`config.mk`:
```
export PLATFORM = sky130hd
export DESIGN_NAME = ctrl_blk_pkt_flat
export DESIGN_NICKNAME = d
export VERILOG_FILES = /design/src/rtl/ctrl_blk_pkg.sv /design/src/rtl/ctrl_blk_pkt_if.sv /design/src/rtl/ctrl_blk_pkt_ser2byte.sv /design/src/rtl/ctrl_blk_pkt.sv /design/src/flat_wrapper.sv
export SDC_FILE = /design/constraint.sdc
export NUM_CORES = 1
export LEC_CHECK = 0
export BUFFER_PORTS_ARGS = -buffer_cell sky130_fd_sc_hd__buf_4
export CAP_MARGIN = 20
export CORE_AREA = 2 2 53 55
export DETAILED_ROUTE_END_ITERATION = 6
export DIE_AREA = 0 0 55 57
export HOLD_SLACK_MARGIN = 0.08
export PLACE_DENSITY_LB_ADDON = 0.25
export SETUP_SLACK_MARGIN = 0.5
export SYNTH_ARGS = -nofsm -noshare
export SYNTH_HDL_FRONTEND = slang
export SYNTH_SLANG_ARGS = --single-unit
export TNS_END_PERCENT = 1
```
`constraint.sdc`:
```
create_clock -name clk_50 -period 2.2 [get_ports clk_50]
set_clock_uncertainty 0.1 [all_clocks]
set_input_delay 0.11 -clock clk_50 [delete_from_list [all_inputs] [get_ports clk_50]]
set_output_delay 0.11 -clock clk_50 [all_outputs]
set_load 0.05 [all_outputs]
```
`src/rtl/ctrl_blk_pkg.sv`:
```
// ctrl_blk_pkg
//   Shared types and default constants for the ctrl_blk_pkt packet
//   receiver: packet-type and FSM-state enumerations plus the default
//   8-bit header codes.
//   No ports (package).
package ctrl_blk_pkg;

  typedef enum logic [1:0] {
    PKT_TEMP    = 2'd0,
    PKT_CHECK   = 2'd1,
    PKT_UNKNOWN = 2'd2
  } pkt_type_t;

  typedef enum logic [1:0] {
    HUNT    = 2'd0,
    PAYLOAD = 2'd1,
    CHKSUM  = 2'd2
  } fsm_state_t;

  localparam logic [7:0] HDR_TEMP_DEF  = 8'hA5;
  localparam logic [7:0] HDR_CHECK_DEF = 8'hC3;

endpackage

```
`src/rtl/ctrl_blk_pkt_if.sv`:
```
// ctrl_blk_pkt_if
//   Bundles the serial input, FIFO handshake and packet status signals of
//   ctrl_blk_pkt.
//   master : the packet receiver (consumes serial_data/data_ena/fifo_full,
//            drives byte_out, byte_assembled, wr_fifo, pkt_type, pkt_done,
//            overflow, pkt_err)
//   slave  : the surrounding environment (opposite directions)
interface ctrl_blk_pkt_if
  import ctrl_blk_pkg::*;
#(
  parameter int BYTE_W = 8
);
  logic              serial_data;
  logic              data_ena;
  logic              fifo_full;
  logic [BYTE_W-1:0] byte_out;
  logic              byte_assembled;
  logic              wr_fifo;
  pkt_type_t         pkt_type;
  logic              pkt_done;
  logic              overflow;
  logic              pkt_err;

  modport master (
    input  serial_data, data_ena, fifo_full,
    output byte_out, byte_assembled, wr_fifo, pkt_type, pkt_done,
           overflow, pkt_err
  );

  modport slave (
    output serial_data, data_ena, fifo_full,
    input  byte_out, byte_assembled, wr_fifo, pkt_type, pkt_done,
           overflow, pkt_err
  );
endinterface

```
`src/rtl/ctrl_blk_pkt_ser2byte.sv`:
```
// ser2byte
//   Serial-to-byte assembler. Shifts serial_data in MSB first on every
//   cycle with data_ena high; every BYTE_W accepted bits the full byte is
//   loaded into byte_out and byte_assembled pulses for one cycle.
//   Ports:
//     clk_50         in   clock, rising edge
//     reset          in   synchronous active-high reset
//     serial_data    in   serial bit
//     data_ena       in   serial_data valid this cycle
//     byte_out       out  last assembled byte, held between pulses
//     byte_assembled out  one-cycle pulse, byte_out newly valid
module ser2byte #(
  parameter int BYTE_W = 8
) (
  input  logic              clk_50,
  input  logic              reset,
  input  logic              serial_data,
  input  logic              data_ena,
  output logic [BYTE_W-1:0] byte_out,
  output logic              byte_assembled
);
  localparam int CNT_W = $clog2(BYTE_W);

  logic [BYTE_W-1:0] shift_p0;
  logic [CNT_W-1:0]  bit_cnt_p0;
  logic [BYTE_W-1:0] shift_nxt;
  logic [BYTE_W-1:0] byte_p1;
  logic              vld_p1;

  assign shift_nxt = {shift_p0[BYTE_W-2:0], serial_data};

  // Stage p0: bit accumulation; the edge taking the last bit also
  // captures the completed byte (shift_nxt) into stage p1.
  always_ff @(posedge clk_50) begin
    if (reset) begin
      shift_p0   <= '0;
      bit_cnt_p0 <= '0;
      byte_p1    <= '0;
      vld_p1     <= 1'b0;
    end else begin
      vld_p1 <= 1'b0;
      if (data_ena) begin
        shift_p0 <= shift_nxt;
        if (bit_cnt_p0 == CNT_W'(BYTE_W - 1)) begin
          bit_cnt_p0 <= '0;
          byte_p1    <= shift_nxt;
          vld_p1     <= 1'b1;
        end else begin
          bit_cnt_p0 <= bit_cnt_p0 + CNT_W'(1);
        end
      end
    end
  end

  // Stage p1: registered byte and its one-cycle valid.
  assign byte_out       = byte_p1;
  assign byte_assembled = vld_p1;

endmodule

```
`src/rtl/ctrl_blk_pkt.sv`:
```
// ctrl_blk_pkt
//   Serial packet receiver. Assembles bytes from a serial stream, hunts
//   for a temperature or check header, forwards temperature payload bytes
//   to a downstream FIFO and consumes check payload bytes silently.
//   Optional feature macro: CTRL_BLK_PKT_CHKSUM_EN -- adds an XOR checksum
//   byte after each payload, compared against the accumulated payload;
//   pkt_err pulses on mismatch. Without it pkt_err is tied low.
//   Ports:
//     clk_50  in   sole clock, rising edge
//     reset   in   synchronous active-high reset
//     bus     ctrl_blk_pkt_if.master: serial_data, data_ena, fifo_full in;
//             byte_out, byte_assembled, wr_fifo, pkt_type, pkt_done,
//             overflow (sticky), pkt_err out
module ctrl_blk_pkt
  import ctrl_blk_pkg::*;
#(
  parameter int                BYTE_W        = 8,
  parameter int                PAYLOAD_BYTES = 4,
  parameter logic [BYTE_W-1:0] HDR_TEMP      = BYTE_W'(HDR_TEMP_DEF),
  parameter logic [BYTE_W-1:0] HDR_CHECK     = BYTE_W'(HDR_CHECK_DEF)
) (
  input  logic           clk_50,
  input  logic           reset,
  ctrl_blk_pkt_if.master bus
);
  localparam int CNT_W = 8;

  logic [BYTE_W-1:0] byte_w;
  logic              ba_w;

  fsm_state_t        state_r, state_nxt;
  pkt_type_t         type_r, type_nxt;
  logic [CNT_W-1:0]  pay_cnt_r, pay_cnt_nxt;
  logic              ovf_r, ovf_nxt;
  logic              done_w;
  logic              wr_w;
  logic              last_pay;
`ifdef CTRL_BLK_PKT_CHKSUM_EN
  logic [BYTE_W-1:0] acc_r, acc_nxt;
  logic              err_w;
`endif

  ser2byte #(.BYTE_W(BYTE_W)) u_ser2byte (
    .clk_50         (clk_50),
    .reset          (reset),
    .serial_data    (bus.serial_data),
    .data_ena       (bus.data_ena),
    .byte_out       (byte_w),
    .byte_assembled (ba_w)
  );

  assign last_pay = (pay_cnt_r == CNT_W'(PAYLOAD_BYTES - 1));

  always_ff @(posedge clk_50) begin
    if (reset) begin
      state_r   <= HUNT;
      type_r    <= PKT_UNKNOWN;
      pay_cnt_r <= '0;
      ovf_r     <= 1'b0;
`ifdef CTRL_BLK_PKT_CHKSUM_EN
      acc_r     <= '0;
`endif
    end else begin
      state_r   <= state_nxt;
      type_r    <= type_nxt;
      pay_cnt_r <= pay_cnt_nxt;
      ovf_r     <= ovf_nxt;
`ifdef CTRL_BLK_PKT_CHKSUM_EN
      acc_r     <= acc_nxt;
`endif
    end
  end

  always_comb begin
    state_nxt   = state_r;
    type_nxt    = type_r;
    pay_cnt_nxt = pay_cnt_r;
    ovf_nxt     = ovf_r;
    done_w      = 1'b0;
`ifdef CTRL_BLK_PKT_CHKSUM_EN
    acc_nxt     = acc_r;
    err_w       = 1'b0;
`endif
    // A blocked FIFO drops the byte but the payload still counts it.
    wr_w = ba_w && (state_r == PAYLOAD) && (type_r == PKT_TEMP) && !bus.fifo_full;
    if (ba_w) begin
      case (state_r)
        HUNT: begin
          pay_cnt_nxt = '0;
          if (byte_w == HDR_TEMP) begin
            state_nxt = PAYLOAD;
            type_nxt  = PKT_TEMP;
          end else if (byte_w == HDR_CHECK) begin
            state_nxt = PAYLOAD;
            type_nxt  = PKT_CHECK;
          end else begin
            type_nxt  = PKT_UNKNOWN;
          end
        end
        PAYLOAD: begin
          pay_cnt_nxt = pay_cnt_r + CNT_W'(1);
          if (type_r == PKT_TEMP && bus.fifo_full) ovf_nxt = 1'b1;
`ifdef CTRL_BLK_PKT_CHKSUM_EN
          acc_nxt = acc_r ^ byte_w;
`endif
          if (last_pay) begin
            pay_cnt_nxt = '0;
`ifdef CTRL_BLK_PKT_CHKSUM_EN
            state_nxt = CHKSUM;
`else
            state_nxt = HUNT;
            type_nxt  = PKT_UNKNOWN;
            done_w    = 1'b1;
`endif
          end
        end
`ifdef CTRL_BLK_PKT_CHKSUM_EN
        CHKSUM: begin
          done_w    = 1'b1;
          err_w     = (byte_w != acc_r);
          acc_nxt   = '0;
          state_nxt = HUNT;
          type_nxt  = PKT_UNKNOWN;
        end
`endif
        default: begin
          state_nxt = HUNT;
          type_nxt  = PKT_UNKNOWN;
        end
      endcase
    end
  end

  assign bus.byte_out       = byte_w;
  assign bus.byte_assembled = ba_w;
  assign bus.wr_fifo        = wr_w;
  assign bus.pkt_type       = type_r;
  assign bus.pkt_done       = done_w;
  assign bus.overflow       = ovf_r;
`ifdef CTRL_BLK_PKT_CHKSUM_EN
  assign bus.pkt_err        = err_w;
`else
  assign bus.pkt_err        = 1'b0;
`endif

endmodule

```
`src/flat_wrapper.sv`:
```
// flat-port wrapper written by rule: the top's interface ports become plain ports
module ctrl_blk_pkt_flat import ctrl_blk_pkg::*;
#(
  parameter int                BYTE_W        = 8,
  parameter int                PAYLOAD_BYTES = 4,
  parameter logic [BYTE_W-1:0] HDR_TEMP      = BYTE_W'(HDR_TEMP_DEF),
  parameter logic [BYTE_W-1:0] HDR_CHECK     = BYTE_W'(HDR_CHECK_DEF)
)
  (clk_50, reset, bus_serial_data, bus_data_ena, bus_fifo_full, bus_byte_out, bus_byte_assembled, bus_wr_fifo, bus_pkt_type, bus_pkt_done, bus_overflow, bus_pkt_err);
  ctrl_blk_pkt_if #(.BYTE_W(BYTE_W)) bus_i ();
  input  logic clk_50;
  input  logic reset;
  input wire logic [$bits(bus_i.serial_data)-1:0] bus_serial_data;
  input wire logic [$bits(bus_i.data_ena)-1:0] bus_data_ena;
  input wire logic [$bits(bus_i.fifo_full)-1:0] bus_fifo_full;
  output wire logic [$bits(bus_i.byte_out)-1:0] bus_byte_out;
  output wire logic [$bits(bus_i.byte_assembled)-1:0] bus_byte_assembled;
  output wire logic [$bits(bus_i.wr_fifo)-1:0] bus_wr_fifo;
  output wire logic [$bits(bus_i.pkt_type)-1:0] bus_pkt_type;
  output wire logic [$bits(bus_i.pkt_done)-1:0] bus_pkt_done;
  output wire logic [$bits(bus_i.overflow)-1:0] bus_overflow;
  output wire logic [$bits(bus_i.pkt_err)-1:0] bus_pkt_err;
  assign bus_i.serial_data = bus_serial_data;
  assign bus_i.data_ena = bus_data_ena;
  assign bus_i.fifo_full = bus_fifo_full;
  assign bus_byte_out = bus_i.byte_out;
  assign bus_byte_assembled = bus_i.byte_assembled;
  assign bus_wr_fifo = bus_i.wr_fifo;
  assign bus_pkt_type = bus_i.pkt_type;
  assign bus_pkt_done = bus_i.pkt_done;
  assign bus_overflow = bus_i.overflow;
  assign bus_pkt_err = bus_i.pkt_err;
  ctrl_blk_pkt #(.BYTE_W(BYTE_W), .PAYLOAD_BYTES(PAYLOAD_BYTES), .HDR_TEMP(HDR_TEMP), .HDR_CHECK(HDR_CHECK)) u_core (.clk_50(clk_50), .reset(reset), .bus(bus_i));
endmodule
```
* Yosys cells after proc, flatten, opt, wreduce, memory -nomap -nowiden *
Cells that the tools add are included.

storage, ports and cells
  output and inout bits = 15
  flip-flop bits (word level) = 32
  input port bits = 5
  memory bits (read-only) = 0
  memory bits (writable) = 0
  logic and storage cells = 47
  latch bits = 0
  memories = 0

operators by class
  multiply operators = 0
  add/subtract/negate cells = 2
  div/mod/pow operators = 0
  eq/ne operators = 7
  $lt $le $gt $ge = 0
  muxes and demuxes = 15
  reduce and logical (&&, ||, !) cells = 14
  shift operators = 0
  bitwise logic cells = 1

operators by type and width
  operator                                              number
  equality test 8 bit (second input constant)           2
  one-hot mux 8 bit (2 select lines)                    1
  2-to-1 mux 2 bit                                      6
  adder 8 x 1 -> 8 bit (second input constant)          1
  equality test 8 x 2 -> 1 bit (second input constant)  1
  2-to-1 mux 8 bit                                      1
  one-hot mux 2 bit (2 select lines)                    2
  AND reduction 2 bit                                   3
  AND reduction 3 bit                                   2
  logical AND 1 bit                                     4
  zero test 2 bit                                       2
  2-to-1 mux 1 bit                                      4
  adder 3 x 1 -> 3 bit (second input constant)          1
  equality test 3 bit (second input constant)           1
  2-to-1 mux 3 bit                                      1
  != test 3 x 1 -> 1 bit (second input constant)        1
  equality test 2 x 1 -> 1 bit (second input constant)  1
  != test 2 x 1 -> 1 bit (second input constant)        1
  nonzero test 2 bit                                    1
  OR reduction 2 bit                                    1
  zero test 1 bit                                       1
  NOT 1 bit                                             1

* Logic depth before layout (Yosys ltp) *
Gate-level depths: netlist of the first run.

  depth in word-level cells = 4
  gate-level depth with buffers = 6
  mapped depth without buffers = 5

* Cells and area by module *
A second synthesis of the first run with hierarchy kept.

second synthesis, totals
  cells, all modules = 143
  area total of the unflattened synthesis = 1386.3 sq um

by module, submodules not included
  module        sequential area each (sq um)  area each (sq um)  cells each  instances
  ser2byte      380.4                         779.5              75          1
  ctrl_blk_pkt  240.2                         606.8              68          1

* Worst setup path after synthesis of the first run *
OpenSTA, ideal clock, no wires.

  path kind = reg2out
  start = register u_core.u_ser2byte.vld_p1, in the netlist u_core.u_ser2byte.byte_assembled
  end = output bus_wr_fifo
  stages on the path, launching flop included = 4
  data arrival time = 2.440 ns
  path slack = -0.450 ns
  required time = 1.990 ns
  buffers on the path = 1
  cells stage by stage = dfxtp_1 > buf_2 > nand2_1 > nor4_1

between the ends
  longest elaborated chain between the ends = 3

ends and longest elaborated chain
  what                            line                         source
  from (decl)                     ctrl_blk_pkt_ser2byte.sv:28  logic vld_p1;
  from (signal assigned)          ctrl_blk_pkt_ser2byte.sv:39  vld_p1 <= 1'b0;
  from (signal assigned)          ctrl_blk_pkt_ser2byte.sv:41  vld_p1 <= 1'b0;
  from (signal assigned)          ctrl_blk_pkt_ser2byte.sv:47  vld_p1 <= 1'b1;
  logical AND 1 bit (3 in a row)  ctrl_blk_pkt.sv:85           wr_w = ba_w && (state_r == PAYLOAD) && (type_r == PKT_TEMP) && !bus.fifo_full;
  to (decl)                       flat_wrapper.sv:18           output wire logic [$bits(bus_i.wr_fifo)-1:0] bus_wr_fifo;

Every way passes these cells.

* Worst setup path in the final report of the first run *
  start = register u_core.pay_cnt_r[0]
  end = output bus_pkt_done

between the ends
  longest elaborated chain between the ends = 4

ends and longest elaborated chain
  what                          line                 source
  from (decl)                   ctrl_blk_pkt.sv:33   logic [CNT_W-1:0] pay_cnt_r, pay_cnt_nxt;
  from (signal assigned)        ctrl_blk_pkt.sv:66   pay_cnt_r <= pay_cnt_nxt;
  equality test 8 x 2 -> 1 bit  ctrl_blk_pkt.sv:52   assign last_pay = (pay_cnt_r == CNT_W'(PAYLOAD_BYTES - 1));
  2-to-1 mux 1 bit              ctrl_blk_pkt.sv:106  if (last_pay) begin
  2-to-1 mux 1 bit              ctrl_blk_pkt.sv:87   case (state_r)
  2-to-1 mux 1 bit              ctrl_blk_pkt.sv:86   if (ba_w) begin
  to (decl)                     flat_wrapper.sv:20   output wire logic [$bits(bus_i.pkt_done)-1:0] bus_pkt_done;

Every way passes these cells.

==> results of run 1 <==
[metrics by stage]
stage                     util (%)  hold WS (ns)  total power [mW]  worst slack, ns
after floorplan                  -         0.157             0.615            0.483
after global placement        56.2         0.260             0.623            0.522
after detailed placement      56.2         0.270             0.626            0.480
after CTS                     62.5         0.377              1.09            0.364
after global routing          62.8         0.396              1.12            0.294
final                         62.8         0.376              1.08            0.392
[report_power, final]
part           switching, mW  internal (mW)  leakage [nW]  total (mW)
logic                 0.0278         0.0218         0.354      0.0496
clock network          0.189          0.268        0.0482       0.458
registers            0.00358          0.566         0.253       0.570
total                  0.220          0.856         0.655        1.08
[kinds of logic after synthesis]
| logic type | share of synthesized area [%] |
|---|---|
| AO/OA/AOI/OAI | 10.9 |
| XOR/XNOR | 2.70 |
| adder cells (fa/ha/maj) | 3.86 |
| buffers and inverters | 3.37 |
| flip-flops | 47.8 |
| multiplexers | 7.71 |
| other | 0.289 |
| AND/OR/NAND/NOR | 23.3 |
[critical path: stages (launching register included)]
cell     delay [ns]
dfxtp_2        0.33
ha_1           0.15
or4b_4         0.49
nor3_4         0.14
buf_6          0.18
[synthesized netlist by cell type]
| cell | number | area (um^2) |
|---|---|---|
| conb_1 | 1 | 3.75 |
| a41oi_1 | 1 | 8.76 |
| xor2_1 | 3 | 26.3 |
| o221ai_4 | 1 | 26.3 |
| mux2i_1 | 10 | 100 |
| dfxtp_1 | 31 | 621 |
| nand2b_1 | 1 | 6.26 |
| nor2_1 | 18 | 67.6 |
| o21a_1 | 1 | 7.51 |
| or4_1 | 1 | 7.51 |
| or4bb_1 | 2 | 22.5 |
| xnor2_1 | 1 | 8.76 |
| o21ai_0 | 3 | 15.0 |
| o211ai_1 | 1 | 7.51 |
| inv_1 | 3 | 11.3 |
| or4b_4 | 2 | 27.5 |
| buf_4 | 1 | 7.51 |
| nand4_1 | 3 | 18.8 |
| nand3b_1 | 1 | 7.51 |
| o21bai_1 | 1 | 7.51 |
| nor3_1 | 2 | 10.0 |
| a211o_1 | 1 | 8.76 |
| ha_1 | 4 | 50.1 |
| clkbuf_1 | 4 | 15.0 |
| buf_2 | 2 | 10.0 |
| nand3_1 | 11 | 55.1 |
| or3_1 | 4 | 25.0 |
| a21oi_1 | 12 | 60.1 |
| nor4_1 | 1 | 6.26 |
| nand2_1 | 13 | 48.8 |
[worst paths after layout]
kind                                               startpoint                             to  slack [ns]  depth (start not counted)
worst min register to register  u_core.u_ser2byte.byte_out[5]  u_core.u_ser2byte.byte_out[5]        0.38                          2
worst max register to register            u_core.pay_cnt_r[0]            u_core.pay_cnt_r[4]        0.47                          5
worst max-delay path                      u_core.pay_cnt_r[0]                   bus_pkt_done        0.39                          4
worst min-delay path            u_core.u_ser2byte.byte_out[5]  u_core.u_ser2byte.byte_out[5]        0.38                          2
[area by class of cell]
| class | instances | area share [%] |
|---|---|---|
| clock buffer | 6 | 3.13 |
| sequential | 31 | 38.2 |
| tap | 31 | 2.36 |
| timing repair buffer | 27 | 13.3 |
| clock inverter | 2 | 2.13 |
| multi-input combinational | 99 | 40.2 |
| inverter | 3 | 0.686 |
[state kept, by name (all words and copies together) (netlist names)]
signal / flops
u_core.u_ser2byte.byte_assembled: 1
u_core.u_ser2byte.bit_cnt_p0: 3
u_core.u_ser2byte.byte_out: 8
u_core.pay_cnt_r: 8
u_core.bus.overflow: 1
u_core.u_ser2byte.shift_p0: 7
u_core.state_r: 1
u_core.bus.pkt_type: 2
[per-layer routing]
metal / GRT usage (%) / vias up
met3: 6.28 / 5
met5: 0 / -
li1: - / 545
met4: 8.36 / 0
met2: 31.3 / 24
met1: 21.2 / 498
[timing repair]
item                       in CTS  in global routing
setup endpoints to repair      12                 20
hold endpoints to repair       20                  0
hold buffers                    5                  0
resized for setup               3                  0
pin swaps                       1                  0
gates cloned                    0                  0
buffers inserted                3                  1
==> metrics, run 1 <==
status=finished, final reports clean; Final Critical Period=1.81 ns; RePlAce Congestion=0.773; Cell Area, Synth=between 0.001 and 0.0015 mm^2; Initial DRC Count=25; Final Hold Viols=0; worst-skew pair later-pin latency=0.32 ns; Syn Nets=between 100 and 150; highest metal used=met4; area of the core=0.00262 mm^2; routed vias/inst=about 5.4; RSZ-0062 raised after global routing=true; cell row count=19; CP Launch Type=flop; Period Utilization, post-route=82.2%; VDD IR max=0.000464 V; Critical Path Sink Type=output port; area of the multi-input gates=659 um^2; Syn Area/Cell=9.27 um^2; Fmax=about 550 MHz; CTS Buf Count=5; IO Pins=20; Setup CP Type=flop to output port; Antenna Nets Post-Route=0; commonest cells after routing, fill and taps aside=dfxtp_1 (26), buf_4 (21), nor2_1 (18), nand2_1 (13), a21oi_1 (12); final instance area=0.00164 mm^2; wire length per cell=12.8 um; Die W=55 um; Die ar.=around 0.0031 mm^2; area delta synth->final=26.5%; Die Y=57 um; Power Density=656 mW/mm^2; final setup violation count=0; Crit path arrival time=around 1.6 ns; Non-Filler Instances=199; First-pass DRT Iterations=4; Initial Utilization=49.6%; CP max FO=2; pin count of the biggest net entering global routing=23; Final nets=176; Leak Pwr=0.655 nW; CTS tree=built; Post-Route Setup TNS=0 ns; FILL cells=245; Via Count=1,072; Slew Viols, Final=0; Placed Area=between 0.001 and 0.0015 mm^2; antenna violations before repair=0; Buffers on Ports=18; #FFs+latches synth=31; Met2 Wirelength=1.24 mm; dpl hpwl=1.80 mm; CTS clk-pin slew, worst paths=0.10 ns; placed cells=roughly 180; vias in the first global route=998; global route overflow=0; Post-Route WL=2.55 mm; synth unique cells=30; sequential share of the synthesized area=47.8%; max-cap viol count=0; gr usage total=about a fifth; WL met1=between 1 and 1.5 mm; synth warn=0; most common cell after layout, fill and taps aside=dfxtp_1; global-route wire length before repair=4.25 mm; Root Buffer=clkbuf_4; Cells after Synth=140; DRC viols=0; share of cells above drive strength 1=23.8%; CTS H-tree depth=2; CTS max path bufs=2; WP data required=a little under 2 ns; ant diodes=0; register area=~630 um^2; length of routed met3 wiring=126 um; Hold WC Path Type=flop to flop; # clock sinks=31
No activity file was read; power rests on OpenSTA's default activity.
==> inputs of run 2 (changes only) <==
==> constraint.sdc (replaced) <==
create_clock -name clk_50 -period 1.81 [get_ports clk_50]
set_clock_uncertainty 0.1 [all_clocks]
set_input_delay 0.0905 -clock clk_50 [delete_from_list [all_inputs] [get_ports clk_50]]
set_output_delay 0.0905 -clock clk_50 [all_outputs]
set_load 0.05 [all_outputs]
==> run 2 against run 1 <==
  * First-iteration DRC count fell by 4.0%
  * Sequential power increased by 21%
  * Hold slack worse by 0.27 ns
  * Highest routed layer unchanged
  * Register-to-register slack worse by 0.41 ns
  * Combinational power is 26% higher
  * Critical path depth did not move
  * Non-clock buffer count did not move
  * Critical path type unchanged
  * Final cell count unchanged
  * Clock power fell by 0.9%
  * Core utilization rose by 2.2 points
==> metrics, run 2 (synthesized netlist as in run 1, its figures left out) <==
antenna violations before repair=0 (unchanged); commonest cells after routing, fill and taps aside=dfxtp_1 (21), buf_4 (19), nor2_1 (17), a21oi_1 (12); VDD IR max=0.000592 V (+27%); wire length per cell=12.5 um (-2.7%); First-pass DRT Iterations=4 (unchanged); IO Pins=20 (unchanged); Gate power share=5.2% (+0.6 points); worst-skew pair later-pin latency=0.33 ns (about the same); share of cells above drive strength 1=29.8% (+6.0 points); CP peak stage delay=0.48 ns (about the same); RSZ-0062 raised after global routing=true; CP Cell Sequence=ha_4 > or4b_4 > nor3_4 > buf_6; Non-Filler Instances=199 (unchanged); sequential share of power=57.2% (+4.3 points); Psw=0.265 mW (+20%); max-cap viol count=0 (unchanged); vias in the first global route=1,007 (+0.90%); Crit path arrival time=1.61 ns (about the same); Root Buffer=clkbuf_4; final setup violation count=0 (unchanged); CP max-delay cell=or4b_4; Crit path max-delay family=simple AND/OR/NAND/NOR gates; pin count of the biggest net entering global routing=21 (-8.7%); Final nets=176 (unchanged); area of the core=0.00262 mm^2 (unchanged); Leak Pwr=0.657 nW (+0.35%); Period Utilization, post-route=about 99%; Hold WC Path Type=primary input to flop; Max transition margin=53.8%; dpl hpwl=1.73 mm (-4.0%); clock power share=37.6% (-4.9 points); DRC viols=0 (unchanged); Buffers on Ports=18 (unchanged); Antenna Nets Post-Route=0 (unchanged); Final Hold Viols=0 (unchanged); Setup CP Type=flop to output port; Buffers & Inverters on Critical Path=1 (unchanged); cell row count=19 (unchanged); CTS tree=built; Power Density=709 mW/mm^2 (+8.0%); global route overflow=0 (unchanged); WP data required=1.62 ns (-0.37 ns); Die Y=57 um (unchanged); placed cells=183 (+0.55%); Slew Viols, Final=0 (unchanged); CTS clk-pin slew, worst paths=0.09 ns (about the same); Critical Path Sink Type=output port; routed vias/inst=5.38 (-0.19%); slew of the pin with the lowest slew margin=about 0.69 ns; CTS Buf Count=5 (unchanged); status=finished, final reports clean; CP Launch Type=flop; area delta synth->final=31.1%; gr usage total=19.2% (+0.45 points); global-route wire length before repair=4.35 mm (+2.3%); Initial Utilization=49.6% (unchanged); Post-Route WL=2.48 mm (-2.7%); internal power=0.940 mW (+9.7%); CTS max path bufs=2 (unchanged); register area=646 um^2 (+3.0%); area of the multi-input gates=709 um^2 (+7.6%); # clock sinks=31 (unchanged); Die ar.=0.00314 mm^2 (unchanged); CTS H-tree depth=2 (unchanged); Final Power=1.21 mW (+12%); Net Sw Frac=22.0% (+1.6 points); RePlAce Congestion=0.695 (-10%); Die W=55 um (unchanged); Fmax=between 500 and 600 MHz; Final Critical Period=around 1.8 ns; Via Count=1,070 (-0.19%); Post-Route Setup TNS=0 ns (unchanged); CP max FO=2 (unchanged); FILL cells=231 (-5.7%); Initial DRC Count=24 (-4.0%); most common cell after layout, fill and taps aside=dfxtp_1; ant diodes=0 (unchanged)
run 2: cell count changes in the layout (fill, tap and decap cells not counted), sizes merged:
cell,before,now
clkinv,1,0
bufinv,1,0
clkbuf,6,8
run 2: area by class of cell:
class	count	area share (%)
sequential	31	38.0
multi-input combinational	99	41.7
tap	31	2.28
inverter	3	0.662
timing repair buffer	27	13.3
clock buffer	8	4.05
run 2: timing repair:
action	CTS	global route
gates resized for setup	11	6
hold endpoints to repair	20	0
setup buffers	3	0
setup endpoints to repair	23	23
hold buffers	5	0
pin swaps	12	9
run 2: layer usage:
layer	GRT usage [%]	vias to the layer above	share of wire (%)
li1	-	543	-
met5	0	-	0
met3	8.12	7	5.2
met1	22.0	503	41
met4	7.32	0	1.9
met2	31.3	17	52
run 2: worst paths after layout:
| path | from | to | slack (ns) | cells after the start |
|---|---|---|---|---|
| max | u_core.pay_cnt_r[1] | bus_pkt_done | 0.009 | 4 |
| max reg2reg | u_core.pay_cnt_r[1] | u_core.bus.pkt_type[0] | 0.06 | 5 |
| min | reset | u_core.bus.pkt_type[0] | 0.10 | 4 |
| min reg2reg | u_core.u_ser2byte.byte_out[2] | u_core.u_ser2byte.byte_out[2] | 0.38 | 2 |
run 2: through the flow:
| stage | hold slack, ns | instance area [um^2] | util [%] | setup WS, ns |
|---|---|---|---|---|
| final | 0.101 | 1700 | 65.0 | 0.00919 |
| after global routing | 0.127 | 1700 | 65.0 | -0.0558 |
| after CTS | 0.0922 | 1670 | 63.9 | -0.00379 |
| after detailed placement | 0.251 | 1500 | 57.3 | 0.131 |
| after global placement | 0.241 | 1500 | 57.3 | 0.189 |
| after floorplan | 0.137 | 1350 | - | 0.216 |
run 2: tightest hold or removal path, stage by stage:
cell      delay [ns]
buf_4           0.09
or4_1           0.12
nor3_1          0.05
o21bai_1        0.14
run 2: power groups by stage:
| stage | Clock (mW) | Combinational (mW) | Sequential, mW |
|---|---|---|---|
| 3_3_place_gp | 0 | 0.0493 | 0.705 |
| 3_5_place_dp | 0 | 0.0515 | 0.706 |
| 4_1_cts | 0.465 | 0.0610 | 0.687 |
| 2_1_floorplan | 0 | 0.0400 | 0.705 |
| 5_1_grt | 0.496 | 0.0710 | 0.690 |
| 6_report | 0.454 | 0.0625 | 0.689 |
